[src/rtl/gcd_arbiter.sv]
// gcd_arbiter: round-robin front end that shares one multi-cycle GCD core
// among NUM_REQ requesters. One job is in flight at a time. Jobs with a zero
// operand are answered directly (gcd = A|B) without starting the core.
//
// Optional feature: define GCD_ARB_TIMEOUT_EN to enable a WAIT-state
// watchdog that aborts the core after TIMEOUT cycles and answers with
// rsp_err=1, rsp_result=0. Without it, WAIT lasts until core_done and
// core_abort/rsp_err are constant 0.
//
// Handshakes: a request transfers on an edge where req_valid[i] & req_ready[i];
// req_ready is a one-hot grant driven only in IDLE, and a requester holds
// req_valid and its operands stable until granted. A response transfers on an
// edge where rsp_valid[id] & rsp_ready[id]; rsp_valid, rsp_result and rsp_err
// stay stable until that edge, and rsp_ready bits of other requesters are
// ignored. The core sees a one-cycle core_start with core_a/core_b held until
// core_done, which is honoured only in WAIT.
module gcd_arbiter #(
  parameter int NUM_REQ = 4,
  parameter int DATA_W  = 32,
  parameter int TIMEOUT = 1024
) (
  input  logic                      sys_clk,
  input  logic                      sys_rst,
  input  logic [NUM_REQ-1:0]        req_valid,
  output logic [NUM_REQ-1:0]        req_ready,
  input  logic [NUM_REQ*DATA_W-1:0] req_a,
  input  logic [NUM_REQ*DATA_W-1:0] req_b,
  output logic [NUM_REQ-1:0]        rsp_valid,
  input  logic [NUM_REQ-1:0]        rsp_ready,
  output logic [DATA_W-1:0]         rsp_result,
  output logic                      rsp_err,
  output logic                      core_start,
  output logic [DATA_W-1:0]         core_a,
  output logic [DATA_W-1:0]         core_b,
  input  logic                      core_done,
  input  logic [DATA_W-1:0]         core_result,
  output logic                      core_abort,
  output logic                      busy,
  output logic [1:0]                state_dbg
);

  localparam int ID_W = (NUM_REQ > 1) ? $clog2(NUM_REQ) : 1;

  // Elaboration-time guard on the supported parameter range.
  if (NUM_REQ < 2 || NUM_REQ > 16 || TIMEOUT < 1) begin : g_param_check
    $error("gcd_arbiter: parameter out of range");
  end

  typedef enum logic [1:0] {
    ST_IDLE,
    ST_ISSUE,
    ST_WAIT,
    ST_RESP
  } state_t;

  state_t            state_q;
  state_t            state_d;
  logic [ID_W-1:0]   rr_ptr_q;
  logic [ID_W-1:0]   id_q;
  logic [ID_W-1:0]   grant_idx;
  logic [ID_W:0]     scan_idx;
  logic              grant_found;
  logic [DATA_W-1:0] op_a_q;
  logic [DATA_W-1:0] op_b_q;
  logic [DATA_W-1:0] sel_a;
  logic [DATA_W-1:0] sel_b;
  logic [DATA_W-1:0] result_q;
  logic              sel_zero;
  logic              grant_fire;
  logic              accept;
  logic              timeout_hit;

  // Round-robin scan: first valid requester at or after rr_ptr, wrapping.
  always_comb begin
    grant_found = 1'b0;
    grant_idx   = '0;
    scan_idx    = '0;
    for (int k = 0; k < NUM_REQ; k++) begin
      scan_idx = {1'b0, rr_ptr_q} + (ID_W+1)'(k);
      if (scan_idx >= (ID_W+1)'(NUM_REQ)) begin
        scan_idx = scan_idx - (ID_W+1)'(NUM_REQ);
      end
      if (!grant_found && req_valid[scan_idx[ID_W-1:0]]) begin
        grant_found = 1'b1;
        grant_idx   = scan_idx[ID_W-1:0];
      end
    end
  end

  // Operand mux for the candidate requester.
  always_comb begin
    sel_a = '0;
    sel_b = '0;
    for (int i = 0; i < NUM_REQ; i++) begin
      if (grant_idx == ID_W'(i)) begin
        sel_a = req_a[i*DATA_W +: DATA_W];
        sel_b = req_b[i*DATA_W +: DATA_W];
      end
    end
  end

  assign sel_zero   = (sel_a == '0) || (sel_b == '0);
  assign grant_fire = (state_q == ST_IDLE) && grant_found;
  assign accept     = (state_q == ST_RESP) && rsp_ready[id_q];

`ifdef GCD_ARB_TIMEOUT_EN
  localparam int TO_W = $clog2(TIMEOUT + 1);

  logic [TO_W-1:0] to_cnt_q;
  logic            err_q;

  // WAIT-cycle counter: cleared while issuing, counts every WAIT cycle.
  always_ff @(posedge sys_clk) begin
    if (sys_rst) begin
      to_cnt_q <= '0;
    end else if (state_q == ST_ISSUE) begin
      to_cnt_q <= '0;
    end else if (state_q == ST_WAIT) begin
      to_cnt_q <= to_cnt_q + TO_W'(1);
    end
  end

  // A done arriving in the timeout cycle wins over the abort.
  assign timeout_hit = (state_q == ST_WAIT) && !core_done &&
                       (to_cnt_q == TO_W'(TIMEOUT));

  // Error flag: set by an abort, cleared by a new job or acceptance.
  always_ff @(posedge sys_clk) begin
    if (sys_rst) begin
      err_q <= 1'b0;
    end else if (accept || grant_fire) begin
      err_q <= 1'b0;
    end else if (timeout_hit) begin
      err_q <= 1'b1;
    end
  end

  assign core_abort = timeout_hit;
  assign rsp_err    = err_q;
`else
  assign timeout_hit = 1'b0;
  assign core_abort  = 1'b0;
  assign rsp_err     = 1'b0;
`endif

  // State register.
  always_ff @(posedge sys_clk) begin
    if (sys_rst) begin
      state_q <= ST_IDLE;
    end else begin
      state_q <= state_d;
    end
  end

  // Next-state logic.
  always_comb begin
    state_d = state_q;
    unique case (state_q)
      ST_IDLE: begin
        if (grant_found) begin
          state_d = sel_zero ? ST_RESP : ST_ISSUE;
        end
      end
      ST_ISSUE: state_d = ST_WAIT;
      ST_WAIT: begin
        if (core_done || timeout_hit) begin
          state_d = ST_RESP;
        end
      end
      ST_RESP: begin
        if (accept) begin
          state_d = ST_IDLE;
        end
      end
      default: state_d = ST_IDLE;
    endcase
  end

  // Job datapath: latch operands/id on grant, capture the result, advance rr_ptr.
  always_ff @(posedge sys_clk) begin
    if (sys_rst) begin
      op_a_q   <= '0;
      op_b_q   <= '0;
      id_q     <= '0;
      result_q <= '0;
      rr_ptr_q <= '0;
    end else begin
      if (grant_fire) begin
        op_a_q <= sel_a;
        op_b_q <= sel_b;
        id_q   <= grant_idx;
        if (sel_zero) begin
          result_q <= sel_a | sel_b;
        end
      end
      if (state_q == ST_WAIT) begin
        if (core_done) begin
          result_q <= core_result;
        end else if (timeout_hit) begin
          result_q <= '0;
        end
      end
      if (accept) begin
        rr_ptr_q <= (id_q == ID_W'(NUM_REQ - 1)) ? '0 : id_q + ID_W'(1);
      end
    end
  end

  assign req_ready  = grant_fire ? (NUM_REQ'(1) << grant_idx) : '0;
  assign rsp_valid  = (state_q == ST_RESP) ? (NUM_REQ'(1) << id_q) : '0;
  assign rsp_result = result_q;
  assign core_start = (state_q == ST_ISSUE);
  assign core_a     = op_a_q;
  assign core_b     = op_b_q;
  assign busy       = (state_q != ST_IDLE);
  assign state_dbg  = state_q;

endmodule

[config.mk]
export PLATFORM = sky130hd
export DESIGN_NAME = gcd_arbiter
export DESIGN_NICKNAME = d
export VERILOG_FILES = /design/src/rtl/gcd_arbiter.sv
export SDC_FILE = /design/constraint.sdc
export NUM_CORES = 1
export LEC_CHECK = 0
export BUFFER_PORTS_ARGS = -buffer_cell sky130_fd_sc_hd__buf_2
export CAP_MARGIN = 15
export CORE_AREA = 2 2 161 163
export DETAILED_ROUTE_END_ITERATION = 7
export DIE_AREA = 0 0 163 165
export GPL_TIMING_DRIVEN = 1
export PLACE_DENSITY = 0.7
export SETUP_SLACK_MARGIN = 0.4
export SLEW_MARGIN = 40
export SYNTH_ARGS = -nofsm -noshare
export SYNTH_HDL_FRONTEND = slang
export SYNTH_SLANG_ARGS = --single-unit
export TNS_END_PERCENT = 5
[constraint.sdc]
create_clock -name sys_clk -period 3 [get_ports sys_clk]
set_input_delay 0.15 -clock sys_clk [delete_from_list [all_inputs] [get_ports sys_clk]]
set_output_delay 0.15 -clock sys_clk [all_outputs]
set_load 0.05 [all_outputs]
After elaboration in Yosys (flattened, before gate mapping)
Cells that the tools add are included.
- div/mod/pow operators: 0
- bitwise logic cells: 1
- shift-type cells: 2
- muxes and demuxes: 42
- multiply operators: 0
- equal/unequal tests: 10
- $add $sub $neg: 8
- order comparisons: 9
- reduce and logical (&&, ||, !) cells: 15
- operator list (kind ; count):
    $mux W32 ; 12
    $logic_not A32 Y1 ; 2
    $or A32 B32 Y32 ; 1
    $mux W2 ; 13
    $lt A2 B3 Y1 const B ; 5
    $bmux W1 S2 ; 5
    $eq A2 B2 Y1 const B ; 5
    $ge A3 B3 Y1 const B ; 3
    $mux W1 ; 9
    $mux W4 ; 2
    $pmux W2 S4 ; 1
    $shl A1 B2 Y4 const A ; 2
    $sub A2 B1 Y2 const B ; 4
    $add A2 B2 Y3 const B ; 2
    $ne A2 B2 Y1 const B ; 3
    $logic_and A1 B1 Y1 ; 5
    $eq A2 B1 Y1 const B ; 2
    $logic_not A2 Y1 ; 2
    $add A2 B1 Y3 const B ; 1
    $ge A2 B3 Y1 const B ; 1
    $logic_not A1 Y1 ; 3
    $reduce_and A3 Y1 ; 1
    $add A2 B1 Y2 const B ; 1
    $reduce_bool A2 Y1 ; 1
    $logic_or A1 B1 Y1 ; 1
- memories: 0
- bits in latches: 0
- input port bits: 299
- bits in read-only memories: 0
- logic and storage cells: 93
- memory bits (writable): 0
- flip-flop bits (word level): 102
- output and inout port bits: 110

Depth between registers and ports, before layout
- depth in word-level cells: 25
- depth in mapped cells: 14
- mapped depth without buffers: 9

Worst setup path before layout
Ideal clock, no wire load.
- path type: register to output
- from: register rr_ptr_q[1]
- to: output port req_ready[1]
- path buffers: 5
- setup slack: 0.084 ns
- required time: 2.850 ns
- data arrival time: 2.766 ns
- cell stages (with the launch flop): 9
- path through: dfxtp_1 -> clkbuf_1 -> or4_1 -> buf_2 -> buf_6 -> clkbuf_1 -> buf_2 -> and2_1 -> nor3_1
- cells in the longest elaborated chain, start to end: 16
- elaborated cells on any way between the ends: 40
- classes of those cells: 7 x add/sub; 4 x order compare; 1 x shift; 21 x mux; 7 x reduce/logical
- RTL lines (item ; line ; RTL):
    from (decl) ; 58 ; logic [ID_W-1:0] rr_ptr_q;
    from (signal assigned) ; 204 ; rr_ptr_q <= (id_q == ID_W'(NUM_REQ - 1)) ? '0 : id_q + ID_W'(1);
    branches (longest 15 deep; another with $add A2 B1 Y3) ; -- ;
    $mux W4 (*) ; 209 ; assign req_ready = grant_fire ? (NUM_REQ'(1) << grant_idx) : '0;
    to (decl) ; 25 ; output logic [NUM_REQ-1:0] req_ready,
Mark *: on every way between the ends. The select of a mux whose other input is x is not followed.

Worst setup path after layout
- from: register rr_ptr_q[0]
- to: register result_q[12] (netlist: rsp_result[12])
- cells in the longest elaborated chain, start to end: 25
- elaborated cells on any way between the ends: 58
- classes of those cells: 7 x add/sub; 4 x order compare; 3 x eq/ne; 32 x mux; 1 x bitwise; 11 x reduce/logical
- RTL lines (item ; line ; RTL):
    branches (longest 22 deep; another with $add A2 B1 Y3) ; -- ;
    $mux W32 (*) ; 188 ; if (grant_fire) begin
    $mux W32 ; 197 ; if (core_done) begin
    $mux W32 (*) ; 196 ; if (state_q == ST_WAIT) begin
    to (signal assigned) ; 193 ; result_q <= sel_a | sel_b;
    to (signal assigned) ; 198 ; result_q <= core_result;
    to (decl) ; 67 ; logic [DATA_W-1:0] result_q;
Marks and branches as above.
A chain may end at the register's enable or synchronous reset.

==> summary.txt <==
Status
  • Status: complete, but fails checks
  • Failing checks: negative setup slack

Final layout
  • Final instance area: 0.0125 mm^2
  • Area growth syn-to-layout: 49.2%
  • Commonest non-fill, non-tap cell in the layout: buf_2
  • Nets: roughly 1900
  • Post-layout util: 50.1%
  • Fillers: about 2500
  • Layout cells sized above 1: 44.8%
  • Commonest cells after routing, fill and taps aside: buf_2, nand2_1, buf_4

Setup path
  • Crit-path slowest cell: or4b_4
  • CP Cell Sequence: nor2b_4 > or4b_4 > bufbuf_16 > a21bo_2 > a32oi_1 > nor4_4 > nand4_1 > o22a_1 > o21ai_2 > buf_12 > o221a_2
  • Critical Path AT: 3.54 ns
  • Critical-path maximum fanout: 32
  • Required @ worst endpoint: around 3.3 ns
  • Reg-to-Reg End: rsp_result[12]$_SDFF_PP0_
  • R2R Path Start: rr_ptr_q[0]$_SDFFE_PP0P_
  • CP Class: reg2reg
  • Critical Path Source Type: flop
  • R2r worst-path depth: 11
  • Reg-to-reg slack, setup: -0.28 ns
  • Critical Path Stages: 11
  • CP Capture Point: rsp_result[12]$_SDFF_PP0_
  • CP top delay family: compound AO/OA/AOI/OAI gates
  • Slowest Stage Delay on Critical Path: between 0.5 and 0.6 ns
  • CP startpoint: rr_ptr_q[0]$_SDFFE_PP0P_
  • CP Capture Type: flop
  • Bufs and invs on worst path: 2

Min path
  • Hold Startpoint: core_result[27]
  • HP Class: in2reg

Timing
  • Hold Fails Final Rpt: 0
  • Max frequency: 0.305 GHz
  • Final worst-path cycle share: 109%
  • Fin Hold WS: 0.167 ns
  • Final setup margin: -0.282 ns
  • Clock Skews: 0.0167 ns
  • Fin crit period: 3.28 ns
  • Unrepaired setup endpoints after global routing: true
  • Worst-margin pin slew: 0.772 ns
  • Slew headroom: 48.5%
  • Fin. max-slew vios: 0
  • Endpoints failing setup: 33

Synthesis
  • Async set or reset register ratio after synthesis: 0%
  • Synth area leader: dfxtp_1
  • Mapped Avg Cell Area: 7.18 um^2
  • Post-synth EDFFs: 0
  • Synth unique cells: 43
  • Sequential area share after synthesis: approximately a quarter
  • Share of the synthesized area in the top cell type: between 20% and 30%
  • Synth Flop Type: dfxtp_1
  • Area contributors post-synth: dfxtp_1, nand2_1, a21bo_2
  • Synth Instances: 1171
  • Post-Syn Area: 0.00841 mm^2
  • Flops & latches, synth: about 100
  • YS warnings: 0

Floorplanning
  • Ports: 409
  • Starting Density: 33.6%
  • Core area: approximately 0.025 mm^2
  • Die footprint: around 0.027 mm^2
  • Die height: between 150 and 200 um
  • Rows: 58
  • Die W: ~160 um

Place
  • Placed Area: 0.0118 mm^2
  • DP HPWL: approximately 34 mm
  • IO Port Bufs: 406
  • Dpl ws: -0.520 ns
  • Global placement routability congestion: between 0.9 and 1

Pwr
  • Leak: 5.57 nW
  • Register share of total power: 23.5%
  • VDD IR max: a little over 0.0005 V
  • Internal: 4.13 mW
  • Tot Pwr: 8.63 mW
  • PwrDens: about 690 mW/mm^2
  • Combinational Power Share: between 60% and 70%
  • Net Sw Power: ~4.5 mW
  • Clock power share: 15.0%
  • Switching Share: 52.1%

Clocking
  • Clock Path Buffers: 2
  • Clk_lat worst skew: 0.36 ns
  • Num CTS Buffers: 9
  • Clk pin slew, worst setup/hold paths: ~0.090 ns
  • CTS tree: built
  • Post-CTS Setup Inserts: 0
  • Clk Tree Root Cell: clkbuf_16
  • Sink Count: 102
  • CTS H-tree lvls: 3

Routing
  • Final WL: 43.4 mm
  • Antenna violation net count after detailed routing: 0
  • DRT iter0 DRCs: 1389
  • DRC viols: 0
  • DR pass1 iterations: 6
  • Routed vias: 11300
  • Vias/cell: about 5.8
  • Wirelength per Cell: around 22 um

Global route
  • GRT Total Usage: roughly 31%
  • First-pass GRT wire length: ~62 mm
  • Grt ovf: 0
  • Largest net degree at the start of global routing: 71
  • Antenna violations before repair: 6
  • Vias in the first global route: 10200

Job
  • Max cap viols: 0
## power groups by stage
stage / clock, mW / sequential [mW] / combinational, mW
2_1_floorplan: 0 / 3.32 / 1.95
3_3_place_gp: 0 / 2.04 / 5.11
3_5_place_dp: 0 / 2.06 / 5.16
4_1_cts: 1.30 / 2.03 / 5.23
5_1_grt: 1.34 / 2.07 / 5.63
6_report: 1.29 / 2.03 / 5.31
## how the worst min path moves through the flow
stage	end	slack, ns	cells past startpoint
6_report	rsp_result[27]$_SDFF_PP0_	0.17	4
5_1_grt	rsp_result[4]$_SDFF_PP0_	0.18	4
4_1_cts	rsp_result[16]$_SDFF_PP0_	0.16	4
3_5_place_dp	core_a[11]$_SDFFE_PP0P_	0.45	2
3_3_place_gp	core_b[15]$_SDFFE_PP0P_	0.44	2
2_1_floorplan	rsp_result[0]$_SDFF_PP0_	0.42	3
## timing repair
action	CTS	global route
pin swaps	4	6
hold endpoints to repair	0	0
resized for setup	26	30
cloned	2	0
hold buffers	0	0
setup endpoints to repair	38	37
## cell type report
cell class              instances  area (um^2)  area share (%)
multi-input cells             912         6070            48.4
repair buffers                576         3650            29.1
flip-flops and latches        102         2050            16.3
well taps                     330          413            3.29
clock buffers                   9          225            1.80
clock inverters                 7         97.6           0.778
inverters                       7         26.3           0.209
diodes                          6         15.0           0.120
## cells in the mapped netlist (2+ instances only)
| library cell | n |
|---|---|
| nor2_1 | 86 |
| nand2b_1 | 9 |
| inv_1 | 7 |
| nor3_1 | 6 |
| nor2b_1 | 5 |
| nand4_1 | 4 |
| clkbuf_1 | 105 |
| nor4_1 | 79 |
| nor3b_1 | 64 |
| a32oi_1 | 56 |
| buf_6 | 5 |
| and2_1 | 6 |
| ha_1 | 8 |
| a21boi_0 | 8 |
| dfxtp_1 | 102 |
| a211oi_1 | 2 |
| nand2_1 | 185 |
| and3_1 | 16 |
| buf_4 | 5 |
| nand3_1 | 112 |
| a21bo_2 | 56 |
| or2_2 | 24 |
| o221a_1 | 31 |
| a21oi_1 | 66 |
| buf_1 | 18 |
| and4_1 | 2 |
| a221oi_1 | 56 |
| a221o_1 | 9 |
| o32ai_1 | 8 |
| buf_2 | 18 |
## worst register-to-register path, delay by kind of cell, from the launching register on
kind,cells,cell delay [ns]
buffers and inverters,2,0.52
AOI/OAI and AO/OA,5,1.37
DFF,1,0.38
and+or+nand+nor,4,0.90
## cell families after synthesis
group           count (synthesis)  synth area share [%]
mux                             2                 0.387
flops                         102                  24.3
other cells                     1                0.0446
simple gates                  602                  36.2
buf+inv                       158                  7.99
fa+ha+maj                       8                  1.19
compound gates                298                  29.9
## layer usage
layer  track usage, %  vias up  share of wire, %
li1                 -     5283                 -
met1             39.9     5292                41
met2             50.4      647                46
met3             5.27       77               8.9
met4             11.7        4               3.5
met5                0        -             0.051
## registers in the layout (all words and copies together) (netlist names)
name,flops
core_a,32
core_b,32
id_q,2
rr_ptr_q,2
rsp_result,32
state_dbg,2
## per-stage QoR
stage               TNS, ns  instances
global placement     -18.67       1924
CTS                   -6.82       1943
global route          -9.75       1945
detailed placement   -16.30       1925
finish                -8.61       1949
floorplan                 0       1172
(Power assumes the default switching activity.)
